`src/rtl/result_display_ctrl.sv`:
```
// result_display_ctrl: button-selected result word shown in decimal on six active-low seven-segment digits
module result_display_ctrl #(
    parameter int DEBOUNCE_CYCLES = 500000,
    parameter int DATA_W          = 32
) (
    input  logic              clk,
    input  logic              reset_n,
    input  logic [DATA_W-1:0] result_suma,
    input  logic [DATA_W-1:0] result_resta,
    input  logic [DATA_W-1:0] result_mult,
    input  logic [DATA_W-1:0] result_div,
    input  logic [DATA_W-1:0] result_pow,
    input  logic              btn_next_n,
    output logic [2:0]        sel_op,
    output logic              busy,
    output logic              ovf,
    output logic [6:0]        hex0,
    output logic [6:0]        hex1,
    output logic [6:0]        hex2,
    output logic [6:0]        hex3,
    output logic [6:0]        hex4,
    output logic [6:0]        hex5
);
    localparam int DBW = $clog2(DEBOUNCE_CYCLES + 1);
    localparam int CW  = $clog2(DATA_W);
    typedef enum logic [1:0] {IDLE, LOAD, SHIFT, DONE} state_t;
    state_t            r_state;
    logic [1:0]        r_sync;
    logic              r_btn_acc;
    logic [DBW-1:0]    r_db_cnt;
    logic              r_press;
    logic [2:0]        r_sel;
    logic [DATA_W-1:0] r_shift;
    logic [DATA_W-1:0] r_snap;
    logic [DATA_W-1:0] r_shown_val;
    logic [2:0]        r_snap_sel;
    logic [2:0]        r_shown_sel;
    logic              r_shown_valid;
    logic [39:0]       r_bcd;
    logic [CW-1:0]     r_cnt;
    logic              r_busy;
    logic              r_ovf;
    logic [6:0]        r_hex [6];
    logic [DATA_W-1:0] w_cur;
    logic [39:0]       w_bcd_adj;
    logic [6:0]        w_hex [6];
    logic              w_ovf;
    function automatic logic [6:0] seg7(input logic [3:0] d);
        case (d)
            4'd0:    seg7 = 7'h40;
            4'd1:    seg7 = 7'h79;
            4'd2:    seg7 = 7'h24;
            4'd3:    seg7 = 7'h30;
            4'd4:    seg7 = 7'h19;
            4'd5:    seg7 = 7'h12;
            4'd6:    seg7 = 7'h02;
            4'd7:    seg7 = 7'h78;
            4'd8:    seg7 = 7'h00;
            4'd9:    seg7 = 7'h10;
            default: seg7 = 7'h7F;
        endcase
    endfunction
    assign w_cur = (r_sel == 3'd1) ? result_resta :
                   (r_sel == 3'd2) ? result_mult  :
                   (r_sel == 3'd3) ? result_div   :
                   (r_sel == 3'd4) ? result_pow   : result_suma;
    // two-flop synchronizer for the raw button; idles released
    always_ff @(posedge clk or negedge reset_n) begin
        if (!reset_n) r_sync <= 2'b11;
        else          r_sync <= {r_sync[0], btn_next_n};
    end
    // accept a new level only after it has differed for DEBOUNCE_CYCLES straight cycles; falling edge is a press
    always_ff @(posedge clk or negedge reset_n) begin
        if (!reset_n) begin
            r_btn_acc <= 1'b1;
            r_db_cnt  <= '0;
            r_press   <= 1'b0;
        end else begin
            r_press <= 1'b0;
            if (r_sync[1] == r_btn_acc) begin
                r_db_cnt <= '0;
            end else if (r_db_cnt == DBW'(DEBOUNCE_CYCLES - 1)) begin
                r_btn_acc <= r_sync[1];
                r_db_cnt  <= '0;
                r_press   <= ~r_sync[1];
            end else begin
                r_db_cnt <= r_db_cnt + DBW'(1);
            end
        end
    end
    // each press steps through the five results
    always_ff @(posedge clk or negedge reset_n) begin
        if (!reset_n)     r_sel <= 3'd0;
        else if (r_press) r_sel <= (r_sel == 3'd4) ? 3'd0 : r_sel + 3'd1;
    end
    // double-dabble correction: any BCD digit of 5 or more gets +3 before the shift
    always_comb begin
        w_bcd_adj = r_bcd;
        for (int i = 0; i < 10; i++)
            if (r_bcd[4*i +: 4] >= 4'd5) w_bcd_adj[4*i +: 4] = r_bcd[4*i +: 4] + 4'd3;
    end
    // finished BCD to segments: dashes past six digits, leading zeros blanked, units digit always lit
    always_comb begin
        logic w_seen;
        w_ovf  = |r_bcd[39:24];
        w_seen = 1'b0;
        for (int i = 5; i >= 0; i--) begin
            w_seen   = w_seen | (r_bcd[4*i +: 4] != 4'd0) | (i == 0);
            w_hex[i] = w_ovf ? 7'h3F : w_seen ? seg7(r_bcd[4*i +: 4]) : 7'h7F;
        end
    end
    // conversion sequencer; a changed input mid-run is caught by the IDLE compare afterwards
    always_ff @(posedge clk or negedge reset_n) begin
        if (!reset_n) begin
            r_state       <= IDLE;
            r_busy        <= 1'b0;
            r_ovf         <= 1'b0;
            r_shown_valid <= 1'b0;
            r_shown_val   <= '0;
            r_shown_sel   <= 3'd0;
            r_shift       <= '0;
            r_snap        <= '0;
            r_snap_sel    <= 3'd0;
            r_bcd         <= '0;
            r_cnt         <= '0;
            for (int i = 0; i < 6; i++) r_hex[i] <= 7'h7F;
        end else begin
            case (r_state)
                IDLE: if (!r_shown_valid || w_cur != r_shown_val || r_sel != r_shown_sel) begin
                    r_state <= LOAD;
                    r_busy  <= 1'b1;
                end
                LOAD: begin
                    r_shift    <= w_cur;
                    r_snap     <= w_cur;
                    r_snap_sel <= r_sel;
                    r_bcd      <= '0;
                    r_cnt      <= '0;
                    r_state    <= SHIFT;
                end
                SHIFT: begin
                    {r_bcd, r_shift} <= {w_bcd_adj, r_shift} << 1;
                    r_cnt            <= r_cnt + CW'(1);
                    if (r_cnt == CW'(DATA_W - 1)) r_state <= DONE;
                end
                DONE: begin
                    r_shown_val   <= r_snap;
                    r_shown_sel   <= r_snap_sel;
                    r_shown_valid <= 1'b1;
                    r_ovf         <= w_ovf;
                    for (int i = 0; i < 6; i++) r_hex[i] <= w_hex[i];
                    r_busy        <= 1'b0;
                    r_state       <= IDLE;
                end
                default: r_state <= IDLE;
            endcase
        end
    end
    assign sel_op = r_sel;
    assign busy   = r_busy;
    assign ovf    = r_ovf;
    assign hex0   = r_hex[0];
    assign hex1   = r_hex[1];
    assign hex2   = r_hex[2];
    assign hex3   = r_hex[3];
    assign hex4   = r_hex[4];
    assign hex5   = r_hex[5];
endmodule
```
`config.mk`:
```
export PLATFORM = sky130hd
export DESIGN_NAME = result_display_ctrl
export DESIGN_NICKNAME = d
export VERILOG_FILES = /design/src/rtl/result_display_ctrl.sv
export SDC_FILE = /design/constraint.sdc
export NUM_CORES = 1
export LEC_CHECK = 0
export BUFFER_PORTS_ARGS = -buffer_cell sky130_fd_sc_hd__buf_2
export CAP_MARGIN = 25
export CELL_PAD_IN_SITES_DETAIL_PLACEMENT = 1
export CELL_PAD_IN_SITES_GLOBAL_PLACEMENT = 1
export CORE_ASPECT_RATIO = 0.5
export CORE_MARGIN = 4
export CORE_UTILIZATION = 49
export CTS_BUF_LIST = sky130_fd_sc_hd__clkbuf_8
export DETAILED_ROUTE_END_ITERATION = 16
export GPL_TIMING_DRIVEN = 0
export PLACE_DENSITY = 0.95
export SYNTH_ARGS = -nofsm -noshare
export SYNTH_HDL_FRONTEND = slang
export SYNTH_SLANG_ARGS = --single-unit
export TNS_END_PERCENT = 100
```
`constraint.sdc`:
```
create_clock -name clk -period 7.2 [get_ports clk]
set_clock_uncertainty 0.15 [all_clocks]
set_input_delay 1.44 -clock clk [delete_from_list [all_inputs] [get_ports clk]]
set_output_delay 1.44 -clock clk [all_outputs]
set_load 0.005 [all_outputs]
```
==> flow_metrics.env <==
export IMPL_synthesis_instances=1432
export IMPL_io_buffer_count=209
export IMPL_synth_top_cells_by_count="175 x dfrtp_1, 151 x nor2_1, 126 x a21oi_1, 102 x nand2_1, 95 x o21ai_0"
export IMPL_finalCriticalPeriod_ns=5.52
export IMPL_yosysWarnings=0
export IMPL_fin_tns_setup_ns=0
export IMPL_finalWirelength_mm=61.2
export IMPL_timing_final_max_slew_violations=0
export IMPL_detail_route_wl_per_cell_microns=29.7
export IMPL_r2r_cells=13
export IMPL_final_layout_size_suffix_gt1_frac=0.249
export IMPL_drtPass1Iterations=5
export IMPL_worstSetupPathType="reg -> reg"
export IMPL_grt_max_degree=127
export IMPL_postLayoutSetupSlackWorst_ns=1.68
export IMPL_globalRouteTotalUtil=0.396
export IMPL_status="complete, no violations"
export IMPL_cts_buffers=35
export IMPL_drt_drc_violations_left=0
export IMPL_yosys_area_top_type_share=0.330
export IMPL_critPathCapture="r_state[1]"
export IMPL_cts_path_max_buffers=3
export IMPL_critical_path_required_ns=7.49
export IMPL_cp_data_arrival_time_ns=5.80
export IMPL_cts_tree="yes"
export IMPL_num_io_pins=210
export IMPL_summed_area_of_non_filler_cells_in_the_final_layout_sq_um=15400
export IMPL_final_worst_path_cycle_share=0.766
export IMPL_num_vias=14036
export IMPL_number_of_global_route_vias_before_repair=15311
export IMPL_die_height_microns=124
export IMPL_yosys_area_top_type="dfrtp_1"
export IMPL_holdCritPathClass="reg -> reg"
export IMPL_synth_area_sq_um=13300
export IMPL_post_synth_num_cell_types=87
export IMPL_critPathLaunchType="register"
export IMPL_worst_hold_slack_ns=0.218
export IMPL_leakage_nw=7.03
export IMPL_initial_core_util=0.500
export IMPL_area_delta_synth_final_pct=16.3
export IMPL_synthesis_nets=1650
export IMPL_final_hold_violation_count=0
export IMPL_rows=42
export IMPL_worst_setup_timing_slack_at_the_placement_stage_ns=1.91
export IMPL_cts_root_buf="clkbuf_8"
export IMPL_count_of_flip_flops_with_a_built_in_enable_after_synthesis=0
export IMPL_cts_repair_resized=0
export IMPL_rsz0062_at_grt="false"
export IMPL_initialDrtViolationCount=1614
export IMPL_cts_setup_buffers=0
export IMPL_worst_path_max_fanout=10
export IMPL_insertion_delay_of_the_later_clocked_pin_in_the_worst_skew_pair_ns=0.56
export IMPL_nFillCells=3122
export IMPL_instance_area_after_placement_sq_um=14800
export IMPL_die_w_microns=241
export IMPL_postSynthAreaPerCell_sq_um=9.27
export IMPL_max_slew_worst_pin_slew_ns=1.18
export IMPL_synth_seq_cells=220
export IMPL_nets=1897
export IMPL_max_cap_viols=0
export IMPL_coreArea_sq_um=26500
export IMPL_worst_setup_hold_path_clk_slew_ns=0.07
export IMPL_asyncSetResetFlopFracSynth=1.00
export IMPL_final_setup_viol_count=0
export IMPL_worstSetupStartpoint="sel_op[2]"
export IMPL_peak_supply_drop_v=0.000120
export IMPL_max_clock_freq_mhz=181
export IMPL_synth_yosys_seq_area_share=0.419
export IMPL_place_congestion=1.07
export IMPL_grt_first_pass_wirelength_mm=92.3
export IMPL_worst_case_headroom_to_the_max_slew_limit=0.207
export IMPL_power_density_nw_per_um2=223
export IMPL_floorplan_die_area_sq_um=30000
export IMPL_gr_total_overflow=0
export IMPL_register_to_register_setup_slack_ns=1.68
export IMPL_antenna_left=0
export IMPL_routed_via_density=6.82
export IMPL_antenna_found_initial=2
export IMPL_crit_reg2reg_capture="r_state[1]"
export IMPL_crit_reg2reg_launch="sel_op[2]"
export IMPL_cts_sink_count=220
export IMPL_synth_most_common_cell="dfrtp_1"
export IMPL_ctsHtreeMaxLevel=2
export IMPL_critPathCaptureType="register"
export IMPL_synthFlopType="dfrtp_1"
export IMPL_hpwl_reported_at_the_end_of_detailed_placement_mm=41.3
export IMPL_synth_top_cells_by_area="dfrtp_1 33%, dfstp_2 8.9%, mux2_2 5.5%, ha_1 5.2%, a21oi_1 4.7%"
export IMPL_cts_hold_fix_buffers=0
-- registers in the layout, indices dropped and copies added, names as in the netlist, 7 cells and up --
signal       flops
hex0             7
hex1             7
hex2             7
hex3             7
hex4             7
hex5             7
r_bcd           40
r_db_cnt        19
r_shift         32
r_shown_val     32
r_snap          32
-- kinds of logic (layout without fill, tap and decap cells) --
group | after synthesis | in the layout | share of synthesized area
simple gates | 439 | 439 | 0.162
compound gates | 420 | 420 | 0.210
xor+xnor | 51 | 51 | 0.0336
other cells | 0 | 2 | 0
flops | 220 | 220 | 0.419
fa+ha+maj | 55 | 55 | 0.0518
buf+inv | 163 | 436 | 0.0536
mux | 84 | 84 | 0.0695
-- worst max-delay path: stages, from the launching register on --
cell      delay, ns
dfrtp_1        0.43
buf_6          0.17
inv_1          0.14
buf_1          0.68
ha_1           0.49
inv_1          0.17
buf_2          0.24
a311oi_1       0.68
o21a_1         0.24
o22ai_1        0.09
nor4b_1        0.75
nand4b_1       0.37
o32ai_2        0.40
mux2_1         0.39
-- power by group --
part | switching [mW] | internal, mW | total (mW) | leakage (nW)
logic | 0.562 | 0.331 | 0.892 | 3.96
registers | 0.117 | 1.38 | 1.50 | 2.66
clock network | 0.548 | 0.508 | 1.06 | 0.404
-- cells in the final DEF, fill, tap and decap left out, types with 18 or more instances in the layout --
cell	instances
a21oi_1	126
and3_1	29
buf_2	224
clkbuf_1	59
clkbuf_8	40
dfrtp_1	175
dfstp_2	45
ha_1	55
inv_1	87
mux2_2	65
mux2i_1	18
nand2_1	102
nand3_1	33
nor2_1	151
o21ai_0	95
o22ai_1	29
xnor2_1	30
xor2_1	21
-- per-stage QoR --
step,std cells,utilization,total power [mW]
floorplan,1432,-,1.97
global placement,1993,0.556,2.23
detailed placement,1994,0.558,2.31
CTS,2057,0.582,3.41
global route,2058,0.582,3.58
finish,2059,0.582,3.44
-- metal layers --
| metal | up-vias | wire, microns | part of all wire | GRT usage |
|---|---|---|---|---|
| li1 | 5635 | - | - | - |
| met1 | 6957 | 22800 | 0.37 | 0.479 |
| met2 | 1090 | 27700 | 0.45 | 0.631 |
| met3 | 352 | 6360 | 0.10 | 0.106 |
| met4 | 2 | 4380 | 0.071 | 0.247 |
| met5 | - | 10 | 0.00016 | 0 |
-- worst min-delay path by stage --
stage                    from         to  slack [ns]  depth (start not counted)
finish              r_sync[0]  r_sync[1]        0.22                          0
global route        r_sync[0]  r_sync[1]        0.22                          0
CTS                 r_sync[0]  r_sync[1]        0.23                          0
detailed placement  r_sync[0]  r_sync[1]        0.21                          0
global placement    r_sync[0]  r_sync[1]        0.20                          0
floorplan           r_sync[0]  r_sync[1]        0.20                          0
-- area by class of cell --
type / instances / area (sq um) / share of cell area
Clock inverter: 23 / 91.3 / 0.00591
Timing Repair Buffer: 210 / 1080 / 0.0701
Buffer: 95 / 457 / 0.0296
Antenna cell: 2 / 5.00 / 0.000324
Tap cell: 352 / 440 / 0.0285
Clock buffer: 40 / 551 / 0.0356
Inverter: 68 / 255 / 0.0165
Sequential cell: 220 / 5560 / 0.360
Multi-Input combinational cell: 1049 / 7000 / 0.453
Note: power is estimated with default switching activity, not from simulation.
